--- src/rtl/lza_pipe.sv ---
// Pipelined leading-zero anticipator: indicator vector in S1, priority-encoded shift count in S2.
// Define LZA_CORRECT_EN to add the sum check that applies the one-bit correction (out_corr).
module lza_pipe #(
   parameter int W  = 27,
   parameter int CW = $clog2(W)
) (
   input  logic          clk,
   input  logic          rst_n,
   input  logic          in_valid,
   output logic          in_ready,
   input  logic [W-1:0]  in_a,
   input  logic [W-1:0]  in_b,
   output logic          out_valid,
   input  logic          out_ready,
   output logic [CW-1:0] out_lzc,
   output logic          out_corr
);

   logic          adv1, adv2;
   logic          s1_v, s2_v;
   logic [W-1:0]  e_n;
   logic [W-1:0]  s1_e;
   logic [CW-1:0] p;
   logic [CW-1:0] lzc_p;
   logic [CW-1:0] lzc_n;
   logic [CW-1:0] s2_lzc;

   assign adv2     = !s2_v || out_ready;
   assign adv1     = !s1_v || adv2;
   assign in_ready = adv1;

   // Bit 0 is forced high so the encoder always finds a set bit.
   always_comb begin
      e_n    = '0;
      e_n[0] = 1'b1;
      for (int i = 1; i < W; i++) begin
         e_n[i] = ~(in_a[i] ^ in_b[i]) & (in_a[i-1] | in_b[i-1]);
      end
   end

   always_comb begin
      p = '0;
      for (int i = 0; i < W; i++) begin
         if (s1_e[i]) p = CW'(i);
      end
   end

   assign lzc_p = CW'(W - 1) - p;

`ifdef LZA_CORRECT_EN
   logic [W-1:0] s1_s;
   logic         corr_n;
   logic         s2_corr;

   // Sum bit at the predicted leading position is p itself (W-1-lzc_p).
   always_comb begin
      corr_n = 1'b0;
      lzc_n  = lzc_p;
      if (!s1_s[p] && (lzc_p != CW'(W - 1))) begin
         corr_n = 1'b1;
         lzc_n  = lzc_p + CW'(1);
      end
   end

   always_ff @(posedge clk) begin
      if (adv1 && in_valid) s1_s <= in_a + in_b;
   end

   always_ff @(posedge clk) begin
      if (!rst_n) begin
         s2_corr <= 1'b0;
      end else if (adv2 && s1_v) begin
         s2_corr <= corr_n;
      end
   end

   assign out_corr = s2_corr;
`else
   assign lzc_n    = lzc_p;
   assign out_corr = 1'b0;
`endif

   always_ff @(posedge clk) begin
      if (adv1 && in_valid) s1_e <= e_n;
   end

   always_ff @(posedge clk) begin
      if (!rst_n) begin
         s1_v   <= 1'b0;
         s2_v   <= 1'b0;
         s2_lzc <= '0;
      end else begin
         if (adv1) s1_v <= in_valid;
         if (adv2) begin
            s2_v <= s1_v;
            if (s1_v) s2_lzc <= lzc_n;
         end
      end
   end

   assign out_valid = s2_v;
   assign out_lzc   = s2_lzc;

endmodule

--- config.mk ---
export PLATFORM = sky130hd
export DESIGN_NAME = lza_pipe
export DESIGN_NICKNAME = d
export VERILOG_FILES = /design/src/rtl/lza_pipe.sv
export SDC_FILE = /design/constraint.sdc
export NUM_CORES = 1
export LEC_CHECK = 0
export ABC_AREA = 1
export BUFFER_PORTS_ARGS = -buffer_cell sky130_fd_sc_hd__clkbuf_2
export CAP_MARGIN = 40
export CORE_MARGIN = 3
export CORE_UTILIZATION = 29
export CTS_CLUSTER_DIAMETER = 120
export DETAILED_ROUTE_END_ITERATION = 7
export SYNTH_ARGS = -nofsm -noshare
export SYNTH_HDL_FRONTEND = slang
export SYNTH_SLANG_ARGS = --single-unit
--- constraint.sdc ---
create_clock -name clk -period 2 [get_ports clk]
set_input_delay 0.2 -clock clk [delete_from_list [all_inputs] [get_ports clk]]
set_output_delay 0.2 -clock clk [all_outputs]
set_load 0.01 [all_outputs]
Word-level counts from Yosys, hierarchy flattened
Index checks and enable logic that the tools add are counted.
{"block": "totals", "regBits": 33, "latch_bits": 0, "ram_bits": 0, "romBits": 0, "input_bits": 58, "output_inout_bits": 8, "wordCells": 141, "mem_count": 0}
{"block": "op_classes", "addsub": 1, "mul": 0, "div_mod_pow": 0, "magnitude_cmp": 0, "n_eq_ne": 0, "shift": 0, "muxes": 26, "bitwise": 104, "n_reduce_logical": 6}
{"operator": "two-way mux 5 bit", "count": 25}
{"operator": "AND 1 bit", "count": 26}
{"operator": "inverter 1 bit", "count": 26}
{"operator": "bitwise OR 1 bit", "count": 26}
{"operator": "XOR 1 bit", "count": 26}
{"operator": "subtractor 5 bit (first input constant)", "count": 1}
{"operator": "logical NOT 1 bit", "count": 2}
{"operator": "logical OR 1 bit", "count": 2}
{"operator": "AND reduction 2 bit", "count": 1}
{"operator": "logical AND 1 bit", "count": 1}
{"operator": "two-way mux 1 bit", "count": 1}

Logic depth before layout (Yosys ltp)
{"block": "logic_depth", "depth_word": 27, "mapped_depth": 30, "mapped_depth_nobuf": 30}

Worst setup path before layout
No wires, ideal clock.
{"block": "synth_path", "path_kind": "reg2reg", "startpoint": "reg s1_e[3]", "endpoint": "reg s2_lzc[2], in the netlist out_lzc[2]", "setup_ns": 0.113, "arrival_ns": 1.897, "required_ns": 1.887, "path_slack_ns": -0.010, "path_stages_with_launch": 29, "n_path_buf": 0, "cell_sequence": "edfxtp_1 -> inv_1 -> nand2_1 -> nand2_1 -> nand2_1 -> nand2_1 -> nand2_1 -> nand2_1 -> nand2_1 -> nand2_1 -> nand2_1 -> nand2_1 -> nand2_1 -> nand2_1 -> nand2_1 -> nand2_1 -> nand2_1 -> nand2_1 -> nand2_1 -> nand2_1 -> nand2_1 -> nand2_1 -> nand2_1 -> nand2_2 -> nand2_1 -> ha_1 -> xnor2_1 -> o21ai_1 -> inv_1"}
{"block": "synth_between", "elab_chain_cells": 25}
{"item": "start: declaration", "line_no": "22", "text": "logic [W-1:0] s1_e;"}
{"item": "start signal: assignment", "line_no": "84", "text": "if (adv1 && in_valid) s1_e <= e_n;"}
{"item": "two-way mux 5 bit (24 in a row)", "line_no": "44", "text": "if (s1_e[i]) p = CW'(i);"}
{"item": "subtractor 5 bit", "line_no": "48", "text": "assign lzc_p = CW'(W - 1) - p;"}
{"item": "end signal: assignment", "line_no": "96", "text": "if (s1_v) s2_lzc <= lzc_n;"}
{"item": "end: declaration", "line_no": "26", "text": "logic [CW-1:0] s2_lzc;"}
No other way between the ends.
A chain may end at the register's enable or synchronous reset.

Worst setup path after layout
Ends and elaborated chain as after synthesis.

==> flow_summary.json <==
{
  "outcome": "finished, violations left",
  "violations": "negative setup slack",
  "max_stage_delay_ns": 0.39,
  "antenna_found_initial": 0,
  "grtUsageTotal_pct": 9.30,
  "setup_violations": 5,
  "final_cells": 433,
  "ant_nets": 0,
  "crit_type": "reg -> reg",
  "cts_buffers": 5,
  "viasPerCell": 3.86,
  "clock_skew_ns": 0.00636,
  "critPathRequiredTime_ns": 2.18,
  "syn-num-nets": 341,
  "placed_cell_area_um2": 2560,
  "synth.distinct_cells": 23,
  "ir_drop_mv": 0.204,
  "timing.final.crit_period_ns": 2.13,
  "synth_area_um2": 2070,
  "hpwl_mm": 2.86,
  "core.rowCount": 30,
  "grt_max_degree": 27,
  "cts_tree": "done",
  "hold_depth": 3,
  "io_buffers": 64,
  "wirelength_mm": 3.41,
  "cp-end-kind": "flop",
  "grt_pass1_vias": 1570,
  "slew_viol_final": 0,
  "p_leak_nw": 1.57,
  "grt_pass1_wl_mm": 6.31,
  "start_util_pct": 30.2,
  "setup_slack_ns": -0.130,
  "core_um2": 6870,
  "rr_startpoint": "s1_e[3]",
  "die_area_um2": 8200,
  "maxCapViolations": 0,
  "syn_avg_cell_area_um2": 8.07,
  "power_density_nw_per_um2": 610,
  "fmax_mhz": 469,
  "hp-class": "in -> reg",
  "fin_nets": 421,
  "drive_gt1_share_pct": 26.4,
  "hold_ws_ns": 0.171,
  "clock_latency_ns": 0.28,
  "critical_path_arrival_ns": 2.31,
  "rrSetupSlack_ns": -0.13,
  "routedWlPerCell_um": 7.88,
  "h-tree-depth": 2,
  "num_vias": 1671,
  "cp_slowest_cell": "edfxtp_1",
  "crit_path_start_kind": "flop",
  "n_antenna_cell": 0,
  "drt-pass1-iter-count": 4,
  "finalInstanceArea_um2": 2690,
  "grt.overflow.total": 0,
  "gp_congestion": 0.770,
  "worstHoldEndpoint": "out_lzc[1]",
  "syn_inst": 257,
  "die_y_um": 90.6,
  "final_hold_viol_count": 0,
  "worstPathMaxFanout": 3,
  "dp.cells": 423,
  "p_total_w": 0.00164,
  "clkTransAtPathRegs_ns": 0.07,
  "r2r-end": "out_lzc[2]",
  "seq_area_frac_synth_pct": 44.4,
  "worst_path_most_repeated_cell": "nand2_1",
  "cts-root-buf": "clkbuf_8",
  "drtIter0Drc": 46,
  "die_w_um": 90.6,
  "clock_path_buffers": 2,
  "worstHoldStart": "rst_n",
  "ys_warn_count": 0,
  "ys_seq_elements": 33,
  "rsz0062_at_grt": "yes",
  "drc": 0,
  "io_pins": 66,
  "hold_buffers": 0,
  "min_period_over_period_pct": 106,
  "clock-sinks": 33,
  "area_growth_syn_to_layout_pct": 29.9,
  "ff2ff_path_depth": 28
}
[synth_stat cells]
| cell | instances | area share [%] |
|---|---|---|
| or2_1 | 1 | 0.30 |
| ha_1 | 26 | 16 |
| xor2_1 | 1 | 0.42 |
| nand2_1 | 40 | 7.2 |
| nor4_1 | 2 | 0.60 |
| o21ai_0 | 1 | 0.24 |
| nand2_2 | 1 | 0.30 |
| inv_2 | 2 | 0.36 |
| a21oi_1 | 6 | 1.4 |
| o21ai_1 | 4 | 0.97 |
| nand3_1 | 11 | 2.7 |
| dfxtp_1 | 7 | 6.8 |
| inv_1 | 81 | 15 |
| a21oi_2 | 1 | 0.42 |
| conb_1 | 1 | 0.18 |
| edfxtp_1 | 26 | 38 |
| nand3_2 | 1 | 0.48 |
| bufinv_8 | 1 | 0.84 |
| buf_4 | 1 | 0.36 |
| o41ai_1 | 1 | 0.42 |
| nor2_1 | 40 | 7.2 |
| o211ai_1 | 1 | 0.36 |
| xnor2_1 | 1 | 0.42 |
[cell families (layout without fill, tap and decap cells)]
| group | after synthesis | after routing | synth area share [%] |
|---|---|---|---|
| AO/OA/AOI/OAI | 14 | 14 | 3.86 |
| XOR/XNOR | 2 | 2 | 0.845 |
| adder cells (fa/ha/maj) | 26 | 26 | 15.7 |
| buffers and inverters | 85 | 165 | 16.2 |
| flip-flops | 33 | 33 | 44.4 |
| other | 1 | 1 | 0.181 |
| AND/OR/NAND/NOR | 96 | 96 | 18.8 |
[layout make-up]
type,count,area (um2)
fill,716,4180
timing repair buffer,74,403
tap,96,120
inverter,84,329
multi-input combinational,139,845
clock buffer,6,72.6
clock inverter,1,3.75
sequential,33,921
[layout by cell type (no fill, tap or decap), drive strengths merged]
cell type and instances:
or2 1, o21ai 5, o41ai 1, clkinv 1, nor2 40, a21oi 7
nand2 41, nand3 12, inv 83, buf 10, nor4 2, clkbuf 70
bufinv 1, ha 26, conb 1, edfxtp 26, o211ai 1, xnor2 1
xor2 1, dfxtp 7
[what timing repair did]
action | CTS | global route
pin swaps | 3 | 1
setup buffers | 2 | 1
gates resized for setup | 3 | 4
setup endpoints to repair | 3 | 5
[where the power goes]
part | switching, W | internal, W | total (W)
Sequential | 0.0000283 | 0.000812 | 0.000840
Clock | 0.000219 | 0.000234 | 0.000454
Combinational | 0.000175 | 0.000176 | 0.000351
Total | 0.000423 | 0.00122 | 0.00164
[worst max-delay path by stage]
stage | start | end | slack, ns | cells after the start
after floorplan | s1_e[2] | out_lzc[2] | 0.02 | 29
after detailed placement | s1_e[2] | out_lzc[2] | -0.17 | 29
after global placement | s1_e[2] | out_lzc[2] | -0.08 | 29
final | s1_e[3] | out_lzc[2] | -0.13 | 28
after global routing | s1_e[3] | out_lzc[4] | -0.42 | 28
after CTS | s1_e[3] | out_lzc[4] | -0.13 | 28
[layer usage]
layer / part of all wire, % / routed length, um / track usage, % / vias up
met1: 47 / 1620 / 11.6 / 687
met3: 7.0 / 240 / 2.92 / 6
met5: 0 / 0 / 0 / -
li1: - / - / - / 930
met4: 1.9 / 66 / 4.72 / 0
met2: 44 / 1490 / 14.5 / 48
[metrics by stage]
step                setup TNS, ns  worst slack, ns  utilization, %
CTS                        -0.434           -0.134            38.9
global placement           -0.159          -0.0808            37.3
global route                -1.83           -0.419            39.2
floorplan                       0           0.0215               -
detailed placement         -0.400           -0.168            37.3
finish                     -0.391           -0.130            39.2
[state kept, by name (all words and copies together) (netlist names)]
signal     cells
out_valid      1
out_lzc        5
s1_v           1
s1_e          26
[critical path: cells and delay by family (launching register included)]
kind	cells	cell delay, ns
buf+inv	2	0.10
compound gates	1	0.11
flops	1	0.39
xor+xnor	1	0.12
fa+ha+maj	1	0.17
simple gates	23	1.14
(Power assumes the default switching activity.)
